==> src/rtl/result_drain.sv <==
// result_drain: reads a block of result words from the W SRAM once the
// Controller is idle and streams them to the host over valid/ready.
//
// Ports:
//   clk        system clock, rising edge
//   reset      asynchronous active-low reset
//   start      one-cycle drain request, accepted only when idle
//   base_addr  first W address, sampled on start acceptance
//   count      number of words (0..2^ADDR_W), sampled on start acceptance
//   busy       Controller busy; no read is issued while high
//   mem_addr   W SRAM read address
//   mem_re     W SRAM read enable, data returns on mem_rdata next cycle
//   mem_rdata  W SRAM read data
//   out_data   streamed word (FIFO head)
//   out_valid  out_data valid
//   out_ready  host accepts word on out_valid && out_ready
//   out_last   marks the final word of the block
//   active     high from start acceptance until done
//   done       one-cycle pulse after the last word is accepted
module result_drain #(
    parameter int unsigned ADDR_W     = 12,
    parameter int unsigned DATA_W     = 16,
    parameter int unsigned FIFO_DEPTH = 2
) (
    input  logic              clk,
    input  logic              reset,
    input  logic              start,
    input  logic [ADDR_W-1:0] base_addr,
    input  logic [ADDR_W:0]   count,
    input  logic              busy,
    output logic [ADDR_W-1:0] mem_addr,
    output logic              mem_re,
    input  logic [DATA_W-1:0] mem_rdata,
    output logic [DATA_W-1:0] out_data,
    output logic              out_valid,
    input  logic              out_ready,
    output logic              out_last,
    output logic              active,
    output logic              done
);

    localparam int unsigned PTR_W = (FIFO_DEPTH > 2) ? $clog2(FIFO_DEPTH) : 1;
    localparam int unsigned OCC_W = PTR_W + 1;

    typedef enum logic [2:0] {StIdle, StWait, StRead, StFlush, StDone} state_e;

    state_e state_q, state_d;

    logic [ADDR_W-1:0] addr_q;
    logic [ADDR_W:0]   issue_left_q;
    logic [ADDR_W:0]   out_left_q;
    logic              inflight_q;

    logic [DATA_W-1:0] fifo_mem [FIFO_DEPTH];
    logic [PTR_W-1:0]  wr_ptr_q, rd_ptr_q;
    logic [OCC_W-1:0]  occ_q;

    logic             start_ok;
    logic             push, pop;
    logic             can_issue;
    logic [OCC_W:0]   credit;

    assign start_ok = (state_q == StIdle) && start;
    assign push     = inflight_q;
    assign pop      = out_valid && out_ready;

    // Slots committed after this cycle's pop; counting the pop lets a full
    // FIFO accept a new read in the same cycle it drains, for full throughput.
    assign credit = (OCC_W+1)'(occ_q) + (OCC_W+1)'(inflight_q) - (OCC_W+1)'(pop);

    assign can_issue = !busy && (issue_left_q != '0) &&
                       (credit < (OCC_W+1)'(FIFO_DEPTH));

    // State register
    always_ff @(posedge clk or negedge reset) begin
        if (!reset) begin
            state_q <= StIdle;
        end else begin
            state_q <= state_d;
        end
    end

    // Next-state logic
    always_comb begin
        state_d = state_q;
        unique case (state_q)
            StIdle: begin
                if (start) begin
                    state_d = (count == '0) ? StDone : StWait;
                end
            end
            StWait: begin
                if (!busy) begin
                    state_d = StRead;
                end
            end
            StRead: begin
                if (can_issue && (issue_left_q == (ADDR_W+1)'(1))) begin
                    state_d = StFlush;
                end
            end
            StFlush: begin
                if (pop && out_last) begin
                    state_d = StDone;
                end
            end
            StDone: begin
                state_d = StIdle;
            end
            default: state_d = StIdle;
        endcase
    end

    // FSM outputs
    always_comb begin
        mem_re = 1'b0;
        active = 1'b0;
        done   = 1'b0;
        unique case (state_q)
            StIdle:  ;
            StWait:  active = 1'b1;
            StRead: begin
                active = 1'b1;
                mem_re = can_issue;
            end
            StFlush: active = 1'b1;
            StDone:  done = 1'b1;
            default: ;
        endcase
    end

    // Address and word counters
    always_ff @(posedge clk or negedge reset) begin
        if (!reset) begin
            addr_q       <= '0;
            issue_left_q <= '0;
            out_left_q   <= '0;
            inflight_q   <= 1'b0;
        end else begin
            inflight_q <= mem_re;
            if (start_ok) begin
                addr_q       <= base_addr;
                issue_left_q <= count;
                out_left_q   <= count;
            end else begin
                if (mem_re) begin
                    addr_q       <= addr_q + ADDR_W'(1);
                    issue_left_q <= issue_left_q - (ADDR_W+1)'(1);
                end
                if (pop) begin
                    out_left_q <= out_left_q - (ADDR_W+1)'(1);
                end
            end
        end
    end

    // Output FIFO; storage is cleared so out_data reads 0 out of reset
    always_ff @(posedge clk or negedge reset) begin
        if (!reset) begin
            for (int i = 0; i < int'(FIFO_DEPTH); i++) begin
                fifo_mem[i] <= '0;
            end
            wr_ptr_q <= '0;
            rd_ptr_q <= '0;
            occ_q    <= '0;
        end else begin
            if (push) begin
                fifo_mem[wr_ptr_q] <= mem_rdata;
                wr_ptr_q           <= wr_ptr_q + PTR_W'(1);
            end
            if (pop) begin
                rd_ptr_q <= rd_ptr_q + PTR_W'(1);
            end
            case ({push, pop})
                2'b10:   occ_q <= occ_q + OCC_W'(1);
                2'b01:   occ_q <= occ_q - OCC_W'(1);
                default: occ_q <= occ_q;
            endcase
        end
    end

    assign mem_addr  = addr_q;
    assign out_valid = (occ_q != '0);
    assign out_data  = fifo_mem[rd_ptr_q];
    assign out_last  = out_valid && (out_left_q == (ADDR_W+1)'(1));

endmodule

==> config.mk <==
export PLATFORM = sky130hd
export DESIGN_NAME = result_drain
export DESIGN_NICKNAME = d
export VERILOG_FILES = /design/src/rtl/result_drain.sv
export SDC_FILE = /design/constraint.sdc
export NUM_CORES = 1
export LEC_CHECK = 0
export CORE_MARGIN = 2
export CORE_UTILIZATION = 52
export DETAILED_ROUTE_END_ITERATION = 8
export PLACE_DENSITY = 0.8
export SETUP_SLACK_MARGIN = 0.1
export SLEW_MARGIN = 5
export SYNTH_ARGS = -nofsm -noshare
export SYNTH_HDL_FRONTEND = slang
export SYNTH_SLANG_ARGS = --single-unit
==> constraint.sdc <==
create_clock -name clk -period 3.2 [get_ports clk]
set_input_delay 0.64 -clock clk [delete_from_list [all_inputs] [get_ports clk]]
set_output_delay 0.64 -clock clk [all_outputs]
set_load 0.02 [all_outputs]
# After elaboration in Yosys (flattened, before gate mapping)
# Index checks and enable logic that the tools add are counted.
# word_totals
output_inout_bits,33
input_bits,46
elab_cells,77
register_bits,78
# op_classes
n_mux,22
add_sub_neg,9
n_reduce_logical,18
order_cmp,4
n_bitwise,2
eq_ne,12
# op_table
op,n
$mux 16,4
$mux 13,4
$bwmux 32,1
$eq 13x1->1 const B,2
$sub 13x1->13 const B,2
$mux 12,2
$demux 16 s1,1
$mux 3,5
$logic_not 13->1,1
$reduce_bool 13->1,1
$add 12x1->12 const B,1
$pmux 3 s4,1
$logic_and 1x1->1,8
$ne 2x2->1 const B,4
$reduce_bool 2->1,4
$eq 3x2->1 const B,2
$ge 2x2->1 const B,2
$not 1->2,2
$pmux 2 s2,1
$reduce_and 4->1,1
$add 2x1->3,1
$eq 3x1->1 const B,1
$eq 3x3->1 const B,1
$logic_not 3->1,1
11 further kinds,14

# Longest topological paths before layout
# Gate-level depths: netlist of the first run.
# logic_depth
depth_word,8
depth_mapped,11
depth_no_buf,11

# Least setup slack after synthesis of the first run
# Ideal clock, no wire load.
# synth_timing
path_type,input -> register
start,in out_ready
end,reg issue_left_q[7]
t_arrival_ns,3.014
setup_ns,0.082
cell_stages,10
required_time_ns,3.118
n_path_buf,0
slack_ns,0.105
cell_sequence,inv_1 -> nor3b_1 -> a21oi_1 -> nand2b_1 -> fa_1 -> xnor2_2 -> nand4_2 -> or4_4 -> or4_1 -> a31oi_1
# synth_via
elab_chain_cells,6
# synth_lines
element,line,text
start: declaration,36,"input logic out_ready,"
$logic_and 1x1->1,65,assign pop = out_valid && out_ready;
$sub 3x1->3,69,assign credit = (OCC_W+1)'(occ_q) + (OCC_W+1)'(inflight_q) - (OCC_W+1)'(pop);
$lt 3x2->1,72,(credit < (OCC_W+1)'(FIFO_DEPTH));
$logic_and 1x1->1,71,assign can_issue = !busy && (issue_left_q != '0) &&
$mux 1,119,unique case (state_q)
$reduce_bool 2->1 (no source line),n/a,
end signal: assignment,143,issue_left_q <= count;
end signal: assignment,148,issue_left_q <= issue_left_q - (ADDR_W+1)'(1);
end: declaration,50,logic [ADDR_W:0] issue_left_q;
# No other way between the ends.
# A chain may end at the register's enable or synchronous reset.

# Worst setup path after layout of the first run
# layout_timing
start,in out_ready
end,out mem_re
# layout_via
elab_chain_cells,5
# layout_lines
element,line,text
$logic_and 1x1->1,65,
$sub 3x1->3,69,
$lt 3x2->1,72,
$logic_and 1x1->1,71,
$mux 1,119,
end: declaration,32,"output logic mem_re,"
# No other way between the ends.

==> key figures, run 1 <==
Outcome
  – Status: completed

STA
  – Unrepaired setup endpoints after global routing: false
  – # setup viols final: 0
  – Max Freq: 334 MHz
  – WHS: 427 ps
  – Actual slew at the worst max-slew pin: 957 ps
  – Max-slew violation count: 0
  – Fin. Hold Viols: 0
  – Fin crit period: 2990 ps
  – Fin Clk Skew: 12.5 ps
  – Max_slew headroom: 36.2%
  – Final period util: 93.5%

Yosys
  – Post-synth EDFFs: 0
  – Synth Area per Inst: 10.8 um^2
  – Syn. warnings: 0
  – Async set-reset flop share out of synthesis: 100%
  – Sequential fraction of the synthesis area: 48.9%
  – Netlist cell types: 56
  – #FFs+latches synth: 78
  – Mapped Nets: 424
  – Cells after Synth: 371
  – Mapped Area: 0.00399 mm^2
  – Primary FF master, synth: dfrtp_1

Pwr
  – Clock network power share: 15.6%
  – Int Power: 0.00323 W
  – Gate power share: 48.5%
  – VDD IR max: 0.624 mV
  – Switching Fraction: 37.8%
  – PwrDens: 992 mW/mm^2
  – Switching power total: 0.00196 W
  – P_leak: 2.08 nW
  – Sequential power share: 35.8%

Global routing
  – Total track usage: 23.1%
  – First-pass GRT wire length: 15.5 mm
  – Vias in the first global route: 3,192
  – Initial antenna violation count: 0
  – Largest net degree at the start of global routing: 79
  – Gr ovfl total: 0

Finish
  – Total Nets Final: 516
  – Commonest non-fill, non-tap cell in the layout: dfrtp_1
  – Most frequent cells in the layout: dfrtp_1, clkdlybuf4s50_1, mux2_2
  – Synthesis-to-layout area growth: 31.1%
  – Fillers: 519
  – Number of non-filler instances in the completed layout: 567
  – Diode count: 0
  – Share of cells above drive strength 1: 22.4%

Worst setup path
  – Worst-path cell with the longest stage delay: fa_2
  – Critical path's top delay family: simple AND/OR/NAND/NOR gates
  – CP Max Fanout: 2
  – Crit-path most repeated cell: inv_2
  – Count of buffer and inverter cells on the critical path: 4
  – Reg2reg end: issue_left_q[7]$_DFFE_PN0P_
  – CP peak stage delay: 370 ps
  – R2r startpoint: occ_q[0]$_DFFE_PN0P_
  – Worst R2R Setup Slack: 330 ps
  – CP endpoint kind: output port
  – R2R depth: 10
  – Cell Chain, Critical Path: clkbuf_2 > inv_2 > nor3b_4 > a21oi_2 > nand2b_4 > fa_2 > xnor2_2 > nand4_4 > or2_4 > inv_2 > buf_4
  – Kind of critical path: in2out
  – Arr. time, crit path: 2350 ps
  – Worst setup SP type: primary input
  – Data required time at the worst endpoint: 2560 ps

Floorplanning
  – DIE AREA: 0.00840 mm^2
  – Io pins: 79
  – Starting Density: 54.5%
  – Die Span Y: 91.6 um
  – Core area: 0.00733 mm^2
  – Rows: 31
  – Die width: 91.6 um

Drt
  – DR pass1 iterations: 4
  – Via/cell ratio: 5.57
  – Total number of vias: 3,159
  – Routed WL: 9.31 mm
  – WL/cell: 16.4 um
  – # DRC: 0
  – Routed Antenna Nets: 0
  – Detailed router's first-iteration violation count: 177

CTS
  – CTS tree: done
  – H-tree depth: 3
  – Hold Buf Count CTS: 0
  – Clock latency on the worst-skew pair: 350 ps
  – CTS root buffer: clkbuf_8
  – Clock sink total: 78
  – CTS Buffer Depth: 2
  – CTS buffer count: 9
  – Clk pin slew, worst setup/hold paths: 70 ps

Place
  – Port bufs: 78
  – Final Wtd Congestion: 0.880
  – Total instance count after detailed placement: 550
  – Post-DP HPWL: 6.64 mm

Worst hold path
  – Worst hold-check path type: in2async

Job
  – Maxcap violations: 0
[Yosys cell counts (2+ instances only)]
cell type / count / area [um^2]
and4_1: 2 / 17.5
or2_2: 4 / 25.0
or4_4: 3 / 33.8
or4_1: 2 / 15.0
a21oi_1: 21 / 105
nor4_1: 14 / 87.6
mux2_2: 48 / 541
nand2b_1: 3 / 18.8
o311ai_0: 2 / 17.5
clkbuf_1: 11 / 41.3
nor2_1: 30 / 113
inv_1: 9 / 33.8
nand4_1: 3 / 18.8
dfrtp_1: 78 / 1950
a21o_1: 3 / 22.5
nand3_1: 7 / 35.0
a211oi_1: 4 / 30.0
a31oi_1: 4 / 25.0
ha_1: 6 / 75.1
nor4b_1: 2 / 17.5
and3_1: 3 / 18.8
xor2_1: 3 / 26.3
o32ai_1: 2 / 17.5
and2_1: 3 / 18.8
o211ai_1: 4 / 30.0
nor3_1: 9 / 45.0
xnor2_1: 18 / 158
buf_1: 2 / 7.51
o21ai_0: 16 / 80.1
nand2_1: 22 / 82.6
o22ai_1: 2 / 12.5
or3_1: 7 / 43.8
[stage by stage]
step | worst slack [ps] | instance area (um^2) | utilization [%] | total power, W | setup TNS (ps)
6_report | 210 | 5230 | 71.4 | 0.00519 | 0
5_1_grt | 114 | 5230 | 71.4 | 0.00554 | 0
4_1_cts | 105 | 5210 | 71.1 | 0.00521 | 0
3_5_place_dp | -840 | 4960 | 67.7 | 0.00433 | -5710
3_3_place_gp | -804 | 4960 | 67.7 | 0.00424 | -4060
2_1_floorplan | 105 | 3990 | - | 0.00338 | 0
[worst max path at each step]
| stage | start | end | slack (ps) | depth (start not counted) |
|---|---|---|---|---|
| CTS | out_ready | mem_re | 110 | 10 |
| finish | out_ready | mem_re | 210 | 11 |
| detailed placement | out_ready | mem_re | -840 | 11 |
| floorplan | out_ready | issue_left_q[7]$_DFFE_PN0P_ | 100 | 10 |
| global placement | out_ready | mem_re | -800 | 11 |
| global route | out_ready | mem_re | 110 | 11 |
[routing by layer]
metal | up-vias | wire length (um) | GRT usage, % | share of wire, %
met5 | - | 0 | 0 | 0
met3 | 10 | 399 | 3.86 | 4.3
li1 | 1534 | - | - | -
met1 | 1541 | 4120 | 31.3 | 44
met4 | 0 | 126 | 8.08 | 1.4
met2 | 74 | 4670 | 37.7 | 50
[registers in the layout, indices dropped and copies added (netlist names)]
name          count
fifo_mem         32
issue_left_q     13
out_left_q       13
mem_addr         12
state_q           3
occ_q             2
inflight_q        1
rd_ptr_q          1
wr_ptr_q          1
[cell type report]
class                   count  area, um^2  share of cell area (%)
clock inverters             6        95.1                    1.82
multi-input cells         266        1980                    37.8
flip-flops and latches     78        1950                    37.3
well taps                  99         124                    2.37
repair buffers             98         921                    17.6
clock buffers              10         128                    2.44
inverters                  10        37.5                   0.717
[repair_timing]
item | 4_1_cts | 5_1_grt
endpoints found under the hold margin | 0 | 0
setup endpoints to repair | 5 | 4
gates resized for setup | 13 | 5
buffers inserted | 0 | 1
pin swaps | 3 | 2
[kinds of logic after synthesis]
kind of cell               Yosys count  synth area share [%]
and+or+nand+nor                    120                  16.3
DFF                                 78                  48.9
AOI/OAI and AO/OA                   68                  10.7
muxes                               49                  13.8
buffers and inverters               27                  2.88
xor gates and xnor gates            22                  5.01
adders and majority gates            7                  2.38
[power groups by stage]
stage	clock network, W	logic [W]	registers [W]
floorplan	0	0.00154	0.00184
global placement	0	0.00242	0.00182
detailed placement	0	0.00248	0.00185
CTS	0.000835	0.00252	0.00185
global route	0.000876	0.00273	0.00193
finish	0.000813	0.00252	0.00186
Power figures use the tool's default switching activity.
==> run 2, diff against run 1 <==
CORE_MARGIN = 4   (was 2)
REMOVE_ABC_BUFFERS = 1   (was not set)
==> run 2 against run 1 <==
Utilization is 1.1 points lower. Global-route usage fell by 2.2 points. Clock skew fell by 2.0 ps. Count of clock-buffer cells in the layout is 3 higher. Maximum frequency is 1.4% lower. Power decreased by 2.8%. Sequential share of layout area increased by 0.37 points. Wire length down 3.9%. First-iteration DRC count fell by 20%. Via count increased by 1.7%. Critical path type unchanged. Critical endpoint unchanged. Highest routed layer unchanged.
==> key figures, run 2 (synthesis results as in run 1) <==
Drt
  – Total number of vias: 3,214 (+1.7%)
  – Detailed router's first-iteration violation count: 141 (-20%)
  – DR pass1 iterations: 4 (unchanged)
  – # DRC: 0 (unchanged)
  – Routed Antenna Nets: 0 (unchanged)
  – Routed WL: 8.95 mm (-3.9%)
  – Via/cell ratio: 5.70 (+2.3%)
  – WL/cell: 15.9 um (-3.3%)

Finish
  – Total Nets Final: 513 (-0.58%)
  – Biggest register: fifo_mem
  – Number of non-filler instances in the completed layout: 564 (-0.53%)
  – Share of cells above drive strength 1: 21.7% (-0.72 points)
  – Synthesis-to-layout area growth: 29.8%
  – Regs by FF count: fifo_mem x32, issue_left_q x13, out_left_q x13
  – Diode count: 0 (unchanged)
  – Max FFs per register: 32 (unchanged)
  – Design area: 0.00518 mm^2 (-0.98%)
  – Most frequent cells in the layout: dfrtp_1, clkdlybuf4s50_1, mux2_2
  – Commonest non-fill, non-tap cell in the layout: dfrtp_1

Floorplanning
  – Rows: 31 (unchanged)
  – Core area: 0.00737 mm^2 (+0.53%)
  – Die width: 95.6 um (+4.4%)
  – Starting Density: 54.2% (-0.29 points)
  – Die Span Y: 95.6 um (+4.4%)
  – DIE AREA: 0.00914 mm^2 (+8.9%)
  – Io pins: 79 (unchanged)

Outcome
  – Status: completed

STA
  – Max Freq: 330 MHz (-1.4%)
  – Actual slew at the worst max-slew pin: 956 ps (-0.981 ps)
  – Max_slew headroom: 36.2% (+0.065 points)
  – WHS: 448 ps (+21.3 ps)
  – Fin Clk Skew: 10.6 ps (-1.97 ps)
  – Fin crit period: 3030 ps (+41.5 ps)
  – Max-slew violation count: 0 (unchanged)
  – Unrepaired setup endpoints after global routing: false
  – Setup_tns: 0 ps (unchanged)
  – Final period util: 94.7% (+1.3 points)
  – Fin. Hold Viols: 0 (unchanged)
  – # setup viols final: 0 (unchanged)

CTS
  – H-tree depth: 3 (unchanged)
  – CTS tree: done
  – CTS Buffer Depth: 2 (unchanged)
  – Clock sink total: 78 (unchanged)
  – Clock latency on the worst-skew pair: 340 ps (about the same)
  – CTS buffer count: 9 (unchanged)
  – CTS root buffer: clkbuf_8
  – Hold Buf Count CTS: 0 (unchanged)
  – Clk pin slew, worst setup/hold paths: 70 ps (about the same)

Worst setup path
  – R2R depth: 9 (-1)
  – Critical path startpoint: out_ready
  – CP Max Fanout: 2 (unchanged)
  – Crit path to: mem_re
  – R2r startpoint: occ_q[0]$_DFFE_PN0P_
  – Worst setup SP type: primary input
  – Data required time at the worst endpoint: 2560 ps (about the same)
  – Arr. time, crit path: 2390 ps (+40 ps)
  – CP endpoint kind: output port
  – Kind of critical path: in2out
  – Worst R2R Setup Slack: 340 ps (about the same)
  – Reg2reg end: issue_left_q[7]$_DFFE_PN0P_

Place
  – Dpl cell area: 0.00494 mm^2 (-0.45%)
  – Port bufs: 78 (unchanged)
  – Total instance count after detailed placement: 547 (-0.55%)
  – Final Wtd Congestion: 0.862 (-2.1%)
  – Post-DP HPWL: 6.40 mm (-3.7%)

Pwr
  – Int Power: 0.00317 W (-1.9%)
  – Switching Fraction: 37.2% (-0.61 points)
  – PwrDens: 974 mW/mm^2 (-1.9%)
  – Switching power total: 0.00188 W (-4.4%)
  – Clock network power share: 14.7% (-0.9 points)
  – VDD IR max: 0.539 mV (-14%)
  – Gate power share: 48.4% (about the same)
  – P_leak: 2.05 nW (-1.4%)
  – Sequential power share: 36.9% (+1.1 points)

Global routing
  – Vias in the first global route: 3,159 (-1.0%)
  – Initial antenna violation count: 0 (unchanged)
  – Gr ovfl total: 0 (unchanged)
  – First-pass GRT wire length: 15.0 mm (-3.7%)
  – Largest net degree at the start of global routing: 79 (unchanged)
  – Total track usage: 20.9% (-2.2 points)

Job
  – Maxcap violations: 0 (unchanged)

Worst hold path
  – Worst hold-check path type: in2async
-- run 2: worst min path at each step --
stage | endpoint | slack (ps) | cells past startpoint
floorplan | fifo_mem[0]$_DFFE_PN0P_ | 340 | 0
global placement | wr_ptr_q$_DFFE_PN0P_ | 480 | 1
detailed placement | fifo_mem[11]$_DFFE_PN0P_ | 490 | 1
CTS | mem_addr[1]$_DFFE_PN0P_ | 490 | 1
global route | fifo_mem[28]$_DFFE_PN0P_ | 520 | 1
finish | fifo_mem[11]$_DFFE_PN0P_ | 450 | 1
-- run 2: repair_timing --
| item | CTS | global route |
|---|---|---|
| resized for setup | 15 | 2 |
| endpoints found under the setup margin | 8 | 4 |
| pin swaps | 5 | 4 |
| setup buffers | 1 | 0 |
| cloned | 0 | 0 |
-- run 2: area by class of cell --
type                    instances  area (um^2)
multi-input cells             266         1960
well taps                      99          124
flip-flops and latches         78         1950
inverters                      10         37.5
clock inverters                 3         42.5
repair buffers                 95          908
fillers                       564         2190
clock buffers                  13          159
-- run 2: worst max-delay path, cell delays in order --
cell             delay, ps
clkdlybuf4s15_2        200
inv_2                   50
nor3b_4                220
a21oi_2                 60
nand2b_4               140
fa_2                   530
nand4_2                120
or2_4                  260
inv_2                   70
buf_6                  110
-- run 2: power by group through the flow --
| stage | clock (W) | combinational [W] | sequential, W |
|---|---|---|---|
| floorplan | 0 | 0.00144 | 0.00189 |
| global placement | 0 | 0.00237 | 0.00183 |
| detailed placement | 0 | 0.00243 | 0.00186 |
| CTS | 0.000755 | 0.00246 | 0.00186 |
| global route | 0.000801 | 0.00267 | 0.00194 |
| finish | 0.000743 | 0.00244 | 0.00186 |
-- run 2: routing by layer --
metal / global-route usage [%] / wire length [um]
met5: 0 / 0
met4: 6.04 / 98
met3: 4.18 / 573
met2: 34.6 / 4300
met1: 27.9 / 3980
-- run 2: stage by stage --
step                setup slack, ps  total power (W)  utilization (%)
floorplan                      -105          0.00333                -
global placement               -786          0.00420             67.0
detailed placement             -875          0.00429             67.0
CTS                             104          0.00507             70.2
global route                   93.8          0.00541             70.3
finish                          168          0.00505             70.3
